**config.mk**
```make
export PLATFORM = sky130hd
export DESIGN_NAME = load_use_hazard_ctrl
export DESIGN_NICKNAME = d
export VERILOG_FILES = /design/src/rtl/pipe_pkg.sv /design/src/rtl/load_pending_sreg.sv /design/src/rtl/load_use_hazard_ctrl.sv
export SDC_FILE = /design/constraint.sdc
export NUM_CORES = 1
export LEC_CHECK = 0
export CORE_MARGIN = 2
export CORE_UTILIZATION = 30
export DETAILED_ROUTE_END_ITERATION = 10
export PLACE_DENSITY = 0.58
export SYNTH_ARGS = -nofsm -noshare
export SYNTH_HDL_FRONTEND = slang
export SYNTH_SLANG_ARGS = --single-unit
```
**constraint.sdc**
```tcl
create_clock -name clk_i -period 2.17 [get_ports clk_i]
set_clock_uncertainty 0.15 [all_clocks]
set_input_delay 0.434 -clock clk_i [delete_from_list [all_inputs] [get_ports clk_i]]
set_output_delay 0.434 -clock clk_i [all_outputs]
set_load 0.05 [all_outputs]
```
**src/rtl/pipe_pkg.sv**
```systemverilog
`default_nettype none
// ============================================================================
// Module   : pipe_pkg
// Purpose  : Shared pipeline definitions for the load-use hazard logic:
//            register index width, the x0 index constant and the pending-load
//            entry type carried down the hazard shift register.
// Ports    : none (package)
// Revision : 1.0 - initial release
// ============================================================================
package pipe_pkg;

   // Register index width of the RISC-V integer register file.
   localparam int REG_AW = 5;

   // x0 is hard-wired to zero: it never carries a real dependency.
   localparam logic [REG_AW-1:0] X0_IDX = '0;

   // One in-flight load that has already left ID/EX.
   typedef struct packed {
      logic              valid;
      logic [REG_AW-1:0] rd;
   } pend_entry_t;

endpackage : pipe_pkg
`default_nettype wire

```
**src/rtl/load_pending_sreg.sv**
```systemverilog
`default_nettype none
// ============================================================================
// Module   : load_pending_sreg
// Purpose  : Depth-DEPTH shift register of loads that have left ID/EX but whose
//            data is not yet forwardable. Entry k (0-based) is the load that
//            left ID/EX k+1 cycles ago. Each entry is compared against both
//            ID-stage sources and the per-source hits are OR-reduced.
// Ports    : clk_i         rising-edge clock
//            rst_i         asynchronous active-low reset, clears all entries
//            shift_en_i    advance the register (low while the pipe is frozen)
//            push_valid_i  ID/EX instruction is a load with a non-x0 rd
//            push_rd_i     destination register of the ID/EX instruction
//            rs1_i, rs2_i  ID-stage source register indices
//            rs1_hit_o     some valid entry targets rs1_i
//            rs2_hit_o     some valid entry targets rs2_i
// Revision : 1.0 - initial release
// ============================================================================
module load_pending_sreg
   import pipe_pkg::*;
#(
   parameter int DEPTH = 1
) (
   input  logic              clk_i,
   input  logic              rst_i,
   input  logic              shift_en_i,
   input  logic              push_valid_i,
   input  logic [REG_AW-1:0] push_rd_i,
   input  logic [REG_AW-1:0] rs1_i,
   input  logic [REG_AW-1:0] rs2_i,
   output logic              rs1_hit_o,
   output logic              rs2_hit_o
);

   pend_entry_t pend_q [DEPTH];
   pend_entry_t pend_d [DEPTH];

   // Next state: new entry enters at the head, the oldest falls off the end.
   always_comb begin
      pend_d[0].valid = push_valid_i;
      pend_d[0].rd    = push_rd_i;
      for (int k = 1; k < DEPTH; k++) begin
         pend_d[k] = pend_q[k-1];
      end
   end

   always_ff @(posedge clk_i or negedge rst_i) begin
      if (!rst_i) begin
         for (int k = 0; k < DEPTH; k++) begin
            pend_q[k] <= '0;
         end
      end else if (shift_en_i) begin
         for (int k = 0; k < DEPTH; k++) begin
            pend_q[k] <= pend_d[k];
         end
      end
   end

   always_comb begin
      rs1_hit_o = 1'b0;
      rs2_hit_o = 1'b0;
      for (int k = 0; k < DEPTH; k++) begin
         if (pend_q[k].valid && (pend_q[k].rd == rs1_i)) rs1_hit_o = 1'b1;
         if (pend_q[k].valid && (pend_q[k].rd == rs2_i)) rs2_hit_o = 1'b1;
      end
   end

endmodule : load_pending_sreg
`default_nettype wire

```
**src/rtl/load_use_hazard_ctrl.sv**
```systemverilog
`default_nettype none
// ============================================================================
// Module   : load_use_hazard_ctrl
// Purpose  : Load-use hazard detection between ID and the ID/EX register.
//            A dependent instruction behind a load receives LOAD_LAT bubbles
//            (fewer if it is further behind). A data-memory stall freezes the
//            whole pipe without inserting a bubble. Bubble cycles are counted
//            in a saturating counter.
// Ports    : clk_i        rising-edge clock
//            rst_i        asynchronous active-low reset
//            MemRead_i    ID/EX instruction is a load
//            rd_i         ID/EX destination register
//            rs1_i/rs2_i  ID-stage source registers
//            rs1_used_i/rs2_used_i  ID instruction actually reads the source
//            flush_i      ID instruction is being flushed this cycle
//            mem_stall_i  data memory busy, freeze the pipe
//            NoOp_o       insert a bubble into ID/EX
//            Stall_o      hold IF/ID
//            PCWrite_o    PC write enable
//            stall_cnt_o  saturating count of bubble cycles
// Revision : 1.0 - initial release
// ============================================================================
module load_use_hazard_ctrl #(
   parameter int REG_AW   = pipe_pkg::REG_AW,  // must match the package width
   parameter int LOAD_LAT = 1,                 // legal range 1..8
   parameter int CNT_W    = 16
) (
   input  logic              clk_i,
   input  logic              rst_i,
   input  logic              MemRead_i,
   input  logic [REG_AW-1:0] rd_i,
   input  logic [REG_AW-1:0] rs1_i,
   input  logic [REG_AW-1:0] rs2_i,
   input  logic              rs1_used_i,
   input  logic              rs2_used_i,
   input  logic              flush_i,
   input  logic              mem_stall_i,
   output logic              NoOp_o,
   output logic              Stall_o,
   output logic              PCWrite_o,
   output logic [CNT_W-1:0]  stall_cnt_o
);

   import pipe_pkg::*;

   localparam logic [CNT_W-1:0] CNT_MAX = {CNT_W{1'b1}};

   logic             pend_hit1;
   logic             pend_hit2;
   logic             match1;
   logic             match2;
   logic             hazard;
   logic [CNT_W-1:0] cnt_q;
   logic [CNT_W-1:0] cnt_d;

   // With LOAD_LAT=1 the ID/EX compare alone covers the whole window, so no
   // pending storage is built.
   generate
      if (LOAD_LAT > 1) begin : g_pending
         load_pending_sreg #(
            .DEPTH (LOAD_LAT - 1)
         ) u_pending (
            .clk_i        (clk_i),
            .rst_i        (rst_i),
            .shift_en_i   (!mem_stall_i),
            .push_valid_i (MemRead_i && (rd_i != X0_IDX)),
            .push_rd_i    (rd_i),
            .rs1_i        (rs1_i),
            .rs2_i        (rs2_i),
            .rs1_hit_o    (pend_hit1),
            .rs2_hit_o    (pend_hit2)
         );
      end else begin : g_no_pending
         assign pend_hit1 = 1'b0;
         assign pend_hit2 = 1'b0;
      end
   endgenerate

   // Pending entries never hold rd=x0, but the ID/EX compare must exclude it.
   assign match1 = rs1_used_i && (rs1_i != X0_IDX) &&
                   ((MemRead_i && (rd_i == rs1_i)) || pend_hit1);
   assign match2 = rs2_used_i && (rs2_i != X0_IDX) &&
                   ((MemRead_i && (rd_i == rs2_i)) || pend_hit2);

   // A flushed ID instruction is discarded anyway, so it must not stall.
   assign hazard = (match1 || match2) && !flush_i;

   // Memory freeze dominates: hold everything, no bubble.
   always_comb begin
      Stall_o   = 1'b0;
      PCWrite_o = 1'b1;
      NoOp_o    = 1'b0;
      if (mem_stall_i) begin
         Stall_o   = 1'b1;
         PCWrite_o = 1'b0;
      end else if (hazard) begin
         Stall_o   = 1'b1;
         PCWrite_o = 1'b0;
         NoOp_o    = 1'b1;
      end
   end

   always_comb begin
      cnt_d = cnt_q;
      if (NoOp_o && !mem_stall_i && (cnt_q != CNT_MAX)) begin
         cnt_d = cnt_q + 1'b1;
      end
   end

   always_ff @(posedge clk_i or negedge rst_i) begin
      if (!rst_i) begin
         cnt_q <= '0;
      end else begin
         cnt_q <= cnt_d;
      end
   end

   assign stall_cnt_o = cnt_q;

endmodule : load_use_hazard_ctrl
`default_nettype wire

```
==> impl_results.md, run 1 <==
- Outcome: complete, but fails checks
- Violated checks: setup timing
- CTS Buf Count: 3
- Startpoint type of the worst setup path: input pin
- Synth Cell Area: ~950 um2
- Largest family of logic cells by synthesized area: simple AND/OR/NAND/NOR gates
- DRT antenna net count: 0
- Initial Util: between 30% and 40%
- Metal3 WL: 178 um
- CP peak stage delay: ~0.53 ns
- Commonest non-fill, non-tap cell in the layout: buf_4
- Fraction of the mapped netlist area in compound gates: under 10%
- Most frequent cells in the layout: buf_4, clkdlybuf4s50_1, buf_6, dfrtp_1, xnor2_2
- Fill cell count: approximately 260
- Die H: roughly 60 um
- CTS sink count: 16
- Floorplan row count: 20
- Wire per inst: around 14 um
- Gr usage total: 15.9%
- Avg Inst Size Synth: 10.5 um2
- Worst path top cell family by delay: simple AND/OR/NAND/NOR gates
- Core area: approximately 3000 um2
- Cell-by-cell trace of the critical path: buf_6, or4_4, o2111ai_4, a21oi_2, or2_4, clkinvlp_4, buf_12
- #FFs+latches synth: 16
- Fmax: about 420 MHz
- Number of vias per cell: roughly 4.7
- Worst-case reg-to-reg path depth: 7
- CP Buf/Inv Count: 3
- Initial drt markers: 19
- Post-Layout Cell Count: approximately 200
- Fin. max-slew vios: 0
- Final WL: 2.79 mm
- H-tree levels: 1
- Remaining DRCs: 0
- WHS: 0.289 ns
- Routability cong.: roughly 0.74
- Clk_lat worst skew: about 0.29 ns
- First drt pass iteration count: 4
- CP Max Fanout: 2
- Slew @ Worst Pin: 1.06 ns
- Largest net degree at the start of global routing: 17
- CTS tree: yes
- Finish-stage setup viols: 9
- Multi-input combinational cell area: roughly 780 um2
- Unique masters post-synth: 29
- Crit path arrival time: approximately 1.8 ns
- Root buffer cell: clkbuf_4
- Layout area overhead: 91.2%
- Mux share of post-synthesis cell area: 2.36%
- Register area share after synthesis: approximately two fifths
- RSZ-0062 raised after global routing: yes
- # nets final: 175
- Clk buf depth: 2
- First-pass GRT wire length: between 4 and 5 mm
- DR vias: roughly 920
- Clock transition at path regs: 0.11 ns
- Met1 wire length: 1.15 mm
- Fin crit share: 111%
- Dpl hpwl: between 1.5 and 2 mm
- Die Wd: a little over 60 um
- Reg area: a little over 400 um2
- Setup CP Type: input pin to primary output
- Highest routed metal layer: met4
- Initial antenna violation count: 0
- Synth Area in Adders: under 10%
- Metal2 WL: between 1 and 1.5 mm
- Synth Area in XOR/XNOR: around 20%
- Pleak: about 0.00087 uW
- Mapped Cells: 91
- Max_cap viols: 0
- Final WS setup: -0.235 ns
- YS warnings: 0
- HP Class: input pin to asynchronous set/reset pin
- IO Port Bufs: 40
- Max reg flops: 16
- Syn nets: around 110
- Die footprint: between 3000 and 4000 um2
- Placed instance count: between 150 and 200
- Worst EP required: 1.59 ns
- Antenna diode count: 0
- Layout cells sized above 1: 55.6%
- Synth Area in Simple Gates: 22.9%
- Number of global-route vias before repair: 944
- Power Dens Cells: between 300 and 400 nW/um2
- Max IR drop VDD: between 0.2 and 0.3 mV
- Critical path depth: 7
- Crit path capture type: primary output
- Slowest-stage cell, CP: or4_4
- Fin crit period: around 2.4 ns
- Boundary pin count: 41
- GR Overflow Total: 0
- Final hold violation count: 0
- Slew headroom: approximately 29%
layer usage:
layer / global-route usage (%) / up-vias
met2: 27.8 / 31
met4: 4.66 / 0
li1: - / 438
met5: 0 / -
met3: 1.92 / 2
met1: 20.7 / 446
worst register-to-register path, delay by kind of cell, from the launching register on:
family | cells | cell delay (ns)
and+or+nand+nor | 3 | 0.63
AOI/OAI and AO/OA | 2 | 0.47
DFF | 1 | 0.46
buffers and inverters | 1 | 0.20
xor gates and xnor gates | 1 | 0.19
synthesized netlist by cell type:
library cell	count	area, um2
nand2_1	9	33.8
o2111ai_2	1	15.0
and3_1	5	31.3
nor3_1	1	5.00
nor4_2	1	12.5
xor2_1	6	52.6
inv_1	2	7.51
nor2b_1	1	6.26
a21boi_1	1	7.51
o21bai_1	1	7.51
nand3_1	6	30.0
xnor2_1	16	140
nor4_1	1	6.26
or4_1	1	7.51
ha_1	1	12.5
nand4_1	5	31.3
nand2b_1	1	6.26
dfrtp_1	16	400
nand4_2	1	12.5
a211oi_4	1	20.0
nor2_1	3	11.3
nor3_2	1	10.0
and4_1	1	8.76
a31o_1	1	8.76
or2_1	1	6.26
a2111oi_2	1	15.0
a21oi_1	3	15.0
buf_6	1	11.3
mux2_1	2	22.5
path summary, 6_finish.rpt:
check / startpoint / slack (ns) / end
min in group clk_i: stall_cnt_o[10] / 0.34 / stall_cnt_o[10]
max reg2reg: stall_cnt_o[8] / -0.04 / stall_cnt_o[9]
max in group asynchronous: rst_i / 1.38 / stall_cnt_o[13]
min: rst_i / 0.29 / stall_cnt_o[12]
max: rs1_i[4] / -0.24 / PCWrite_o
min reg2reg: stall_cnt_o[10] / 0.34 / stall_cnt_o[10]
what timing repair did:
item                       4_1_cts  5_1_grt
hold buffers                     0        0
pin swaps                       19       16
buffers inserted                 4        1
setup endpoints to repair       18       18
resized for setup               73       32
stage by stage:
stage | area [um2] | setup slack, ns | TNS (ns) | total power, uW | utilization [%]
after floorplan | 987 | -0.306 | -0.745 | 386 | -
after global placement | 1530 | -0.609 | -9.89 | 477 | 50.7
after detailed placement | 1530 | -0.628 | -9.85 | 476 | 50.7
after CTS | 1720 | -0.223 | -0.638 | 659 | 56.9
after global routing | 1830 | -0.279 | -2.06 | 685 | 60.3
final | 1830 | -0.235 | -0.857 | 655 | 60.3
where the power goes:
group | internal, uW | switching (uW)
Sequential | 305 | 9.52
Combinational | 81.3 | 91.6
Clock | 71.3 | 96.3
Total | 458 | 197
layout make-up:
class,count,area share [%]
flip-flops and latches,16,22.3
multi-input cells,72,42.8
clock buffers,4,1.44
well taps,44,3.02
inverters,2,0.617
repair buffers,57,29.8
cells by family after synthesis:
logic type                 after synthesis
and+or+nand+nor                         38
xor gates and xnor gates                22
DFF                                     16
AOI/OAI and AO/OA                        9
buffers and inverters                    3
muxes                                    2
adders and majority gates                1
No activity file was read; power rests on OpenSTA's default activity.
==> run 2, diff against run 1 <==
--- a/config.mk
+++ b/config.mk
@@ -8,7 +8,7 @@
 export CORE_MARGIN = 2
 export CORE_UTILIZATION = 30
 export DETAILED_ROUTE_END_ITERATION = 10
-export PLACE_DENSITY = 0.58
+export PLACE_DENSITY = 0.6
 export SYNTH_ARGS = -nofsm -noshare
 export SYNTH_HDL_FRONTEND = slang
 export SYNTH_SLANG_ARGS = --single-unit
==> constraint.sdc (replaced) <==
create_clock -name clk_i -period 2.53 [get_ports clk_i]
set_clock_uncertainty 0.15 [all_clocks]
set_input_delay 0.506 -clock clk_i [delete_from_list [all_inputs] [get_ports clk_i]]
set_output_delay 0.506 -clock clk_i [all_outputs]
set_load 0.05 [all_outputs]
==> impl_results.md, run 2 (synthesis results as in run 1) <==
- Gr usage total: 16.3%
- Setup CP Type: input pin to primary output
- Clock transition at path regs: ~0.09 ns
- Power Dens Cells: roughly 350 nW/um2
- Final hold violation count: 0
- Total power: 588 uW
- Fin crit share: 102%
- Die footprint: approximately 3600 um2
- Initial Util: roughly a third
- Crit path capture type: primary output
- Number of vias per cell: roughly 4.6
- Violated checks: setup timing
- Met1 Resource Use GR: approximately a fifth
- Hold_sp: stall_cnt_o[10]
- Wire per inst: about 14 um
- DP Worst Slack: -0.432 ns
- Finish-stage setup viols: 3
- Worst R2R Start: stall_cnt_o[7]
- CP Max Fanout: 2
- Dpl hpwl: ~1.9 mm
- Startpoint type of the worst setup path: input pin
- Final WL: ~2.8 mm
- CTS Buf Count: 3
- DP Area: 1530 um2
- Fmax: around 390 MHz
- GR Overflow Total: 0
- Boundary pin count: around 40
- Outcome: complete, but fails checks
- Final WS setup: -0.0495 ns
- Fin crit period: about 2.6 ns
- Max IR drop VDD: 0.284 mV
- Core area: just over 3000 um2
- Worst hold endpoint: stall_cnt_o[10]
- Floorplan row count: 20
- Die H: 60.4 um
- Fin. max-slew vios: 0
- Max reg flops: 16
- Gr busiest metal: met2
- Number of global-route vias before repair: 909
- Routability cong.: between 0.7 and 0.8
- Slew headroom: 51.3%
- Antenna diode count: 0
- Worst EP required: 1.87 ns
- Initial drt markers: 26
- Post-route cell area: 1700 um2
- Layout area overhead: 77.6%
- Clk buf depth: 2
- Max_cap viols: 0
- Pleak: about 0.00071 uW
- Worst-case reg-to-reg path depth: 6
- DR vias: around 890
- Placed instance count: 186
- Slew @ Worst Pin: 0.728 ns
- RSZ-0062 raised after global routing: yes
- Worst R2R Setup Slack: between 0.3 and 0.4 ns
- Post-Layout Cell Count: around 190
- DRT antenna net count: 0
- Commonest non-fill, non-tap cell in the layout: clkdlybuf4s50_1
- Root buffer cell: clkbuf_4
- Worst hold stages: 1
- Met3 Use GR: 3.20%
- Die Wd: about 60 um
- Crit path arrival time: ~1.9 ns
- Layout cells sized above 1: around 37%
- Initial antenna violation count: 0
- HP Class: register to register
- First-pass GRT wire length: between 4 and 5 mm
- Reg2reg end: stall_cnt_o[1]
- IO Port Bufs: 40
- CTS tree: yes
- CTS sink count: 16
- Most frequent cells in the layout: clkdlybuf4s50_1, dfrtp_1, xnor2_1, buf_4, nand2_1
- WHS: about 0.34 ns
- First drt pass iteration count: 4
- Clk_lat worst skew: ~0.29 ns
- Largest net degree at the start of global routing: 17
- Grt met2 use: between 20% and 30%
- Remaining DRCs: 0
- # nets final: ~170
- H-tree levels: 1
[run 2: timing repair]
| item | in CTS | in global routing |
|---|---|---|
| setup buffers | 3 | 1 |
| hold buffers | 0 | 0 |
| pin swaps | 11 | 10 |
| endpoints found under the setup margin | 7 | 3 |
| resized for setup | 55 | 20 |
| gates cloned | 0 | 0 |
[run 2: worst max path at each step]
stage / slack [ns] / cells after the start / start / endpoint
floorplan: -0.24 / 5 / rs1_i[1] / PCWrite_o
global placement: -0.42 / 7 / rs1_i[2] / PCWrite_o
detailed placement: -0.43 / 7 / rs1_i[1] / PCWrite_o
CTS: -0.06 / 7 / rs1_i[4] / PCWrite_o
global route: -0.09 / 7 / rs1_i[1] / PCWrite_o
finish: -0.05 / 7 / rs1_i[1] / PCWrite_o
[run 2: through the flow]
stage,setup TNS [ns],util (%)
2_1_floorplan,-0.236,-
3_3_place_gp,-4.56,50.4
3_5_place_dp,-5.29,50.4
4_1_cts,-0.100,55.3
5_1_grt,-0.230,56.0
6_report,-0.100,56.0
[run 2: power breakdown]
part	switching, uW	total [uW]	leakage (uW)	internal, uW
clock	84.7	172	0.0000210	87.7
sequential	7.69	269	0.000223	261
combinational	79.3	147	0.000463	68.2
[run 2: worst max-delay path, cell delays in order]
cell and delay, ns:
buf_6 0.09, or4_4 0.54, o2111ai_4 0.24, a21oi_2 0.09, or2_4 0.25, clkinvlp_4 0.08, buf_12 0.13
[run 2: layout make-up]
type / instances / area (um2)
flip-flops and latches: 16 / 400
repair buffers: 56 / 524
inverters: 2 / 11.3
clock buffers: 4 / 36.3
multi-input cells: 72 / 668
well taps: 44 / 55.1
fillers: 277 / 1330
[run 2: routing by layer]
layer  vias to the layer above  share of wire, %
li1                        438                 -
met3                         4               3.0
met2                        24                51
met5                         -                 0
met4                         0               1.6
met1                       427                44
==> run 3, diff against run 2 <==
--- a/config.mk
+++ b/config.mk
@@ -8,7 +8,8 @@
 export CORE_MARGIN = 2
 export CORE_UTILIZATION = 30
 export DETAILED_ROUTE_END_ITERATION = 10
-export PLACE_DENSITY = 0.6
+export DONT_BUFFER_PORTS = 1
+export PLACE_DENSITY = 0.44
 export SYNTH_ARGS = -nofsm -noshare
 export SYNTH_HDL_FRONTEND = slang
 export SYNTH_SLANG_ARGS = --single-unit
==> impl_results.md, run 3 (synthesis results as in run 1) <==
- Post-Layout Cell Count: 160
- Core area: between 3000 and 4000 um2
- Most frequent cells in the layout: buf_4, xnor2_1, dfrtp_1
- Crit path arrival time: 1.78 ns
- Power Dens Cells: between 400 and 500 nW/um2
- Worst-case reg-to-reg path depth: 6
- CP Launch Point: rs1_i[1]
- First drt pass iteration count: 4
- # nets final: 140
- Dpl hpwl: 1.67 mm
- H-tree levels: 1
- Multi-input combinational cell area: 557 um2
- DRT antenna net count: 0
- Fin. max-slew vios: 0
- Critical Path End: PCWrite_o
- GR Overflow Total: 0
- Hold_sp: flush_i
- HP Class: input pin to register
- Final WL: 2.11 mm
- DR vias: ~760
- Slew headroom: between 50 and 60%
- Pleak: 0.000539 uW
- Root buffer cell: clkbuf_4
- CTS sink count: 16
- Die H: between 60 and 70 um
- Largest net degree at the start of global routing: 17
- Setup CP Type: input pin to primary output
- Gr usage total: between 10% and 20%
- Final hold violation count: 0
- Max_cap viols: 0
- Placed instance count: roughly 160
- Boundary pin count: 41
- RSZ-0062 raised after global routing: no
- Fill cell count: between 300 and 400
- Reg2reg end: stall_cnt_o[1]
- Routability cong.: 0.707
- Die footprint: 3650 um2
- Fmax: 410 MHz
- Commonest non-fill, non-tap cell in the layout: buf_4
- Wire per inst: between 10 and 15 um
- Worst R2R Start: stall_cnt_o[7]
- Crit path capture type: primary output
- CP Max Fanout: 2
- Antenna diode count: 0
- Initial drt markers: 12
- Worst R2R Setup Slack: about 0.44 ns
- Fin crit period: around 2.4 ns
- Die Wd: a little over 60 um
- Number of global-route vias before repair: between 800 and 900
- Remaining DRCs: 0
- Fin crit share: between 90 and 100%
- Layout cells sized above 1: between 30% and 40%
- Layout area overhead: 29.9%
- First-pass GRT wire length: ~3.7 mm
- Clk buf depth: 2
- Outcome: finished, final reports clean
- Max reg flops: 16
- Clock transition at path regs: 0.09 ns
- Worst EP required: roughly 1.9 ns
- CTS tree: yes
- Number of vias per cell: roughly 4.8
- Initial antenna violation count: 0
- Initial Util: 31.5%
- CTS Buf Count: 3
- Clk_lat worst skew: about 0.28 ns
- Floorplan row count: 20
- Finish-stage setup viols: 0
- Total power: 513 uW
- Reg area: approximately 400 um2
- Setup Buffers After CTS: 0
- Startpoint type of the worst setup path: input pin
- Setup TNS: 0 ns
- IO Port Bufs: 0
- Max IR drop VDD: between 0.2 and 0.3 mV
- Slew @ Worst Pin: 0.730 ns
- End-of-flow core utilization: 41.0%
## run 3: changes by cell type in the layout (fill, tap and decap cells not counted), moves of 3 or more
cell             before  now
xor2_1                2    6
buf_6                 6    0
clkdlybuf4s50_1      19    0
clkbuf_2              4    0
buf_4                14   20
dlygate4sd2_1         5    0
buf_2                 3    0
## run 3: layout make-up
cell class | count | share of cell area [%]
flip-flops and latches | 16 | 32.3
clock buffers | 4 | 2.93
multi-input cells | 72 | 44.9
well taps | 44 | 4.44
inverters | 2 | 0.908
repair buffers | 22 | 14.5
## run 3: repair_timing
| action | CTS | global route |
|---|---|---|
| endpoints found under the hold margin | 16 | 0 |
| hold buffers | 1 | 0 |
| setup endpoints to repair | 0 | 2 |
| resized for setup | 0 | 3 |
## run 3: through the flow
step                cell area, um2  hold WS [ns]  worst slack (ns)
floorplan                      962        0.0604            -0.236
global placement              1180        0.0610            0.0547
detailed placement            1180        0.0609            0.0466
CTS                           1220         0.372            0.0476
global route                  1240         0.395            0.0315
finish                        1240         0.385            0.0912
## run 3: per-layer routing
| metal | GRT usage, % | part of all wire, % |
|---|---|---|
| met5 | 0 | 0 |
| met4 | 3.73 | 0.57 |
| met3 | 2.77 | 8.8 |
| met2 | 22.4 | 50 |
| met1 | 17.2 | 40 |
## run 3: how the worst min path moves through the flow
| stage | depth (start not counted) | to |
|---|---|---|
| detailed placement | 0 | stall_cnt_o[10] |
| finish | 4 | stall_cnt_o[12] |
| global placement | 0 | stall_cnt_o[10] |
| floorplan | 0 | stall_cnt_o[0] |
| global route | 4 | stall_cnt_o[7] |
| CTS | 4 | stall_cnt_o[5] |
## run 3: worst max-delay path, cell delays in order
cell	delay [ns]
or4_4	0.53
o2111ai_4	0.21
a21oi_1	0.10
or2_4	0.24
clkinvlp_4	0.19
## run 3: power by group
group          leakage (uW)  switching (uW)  total (uW)  internal, uW
sequential         0.000223            2.62         264           261
combinational      0.000295            54.6        82.1          27.5
clock             0.0000210            79.6         167          87.5
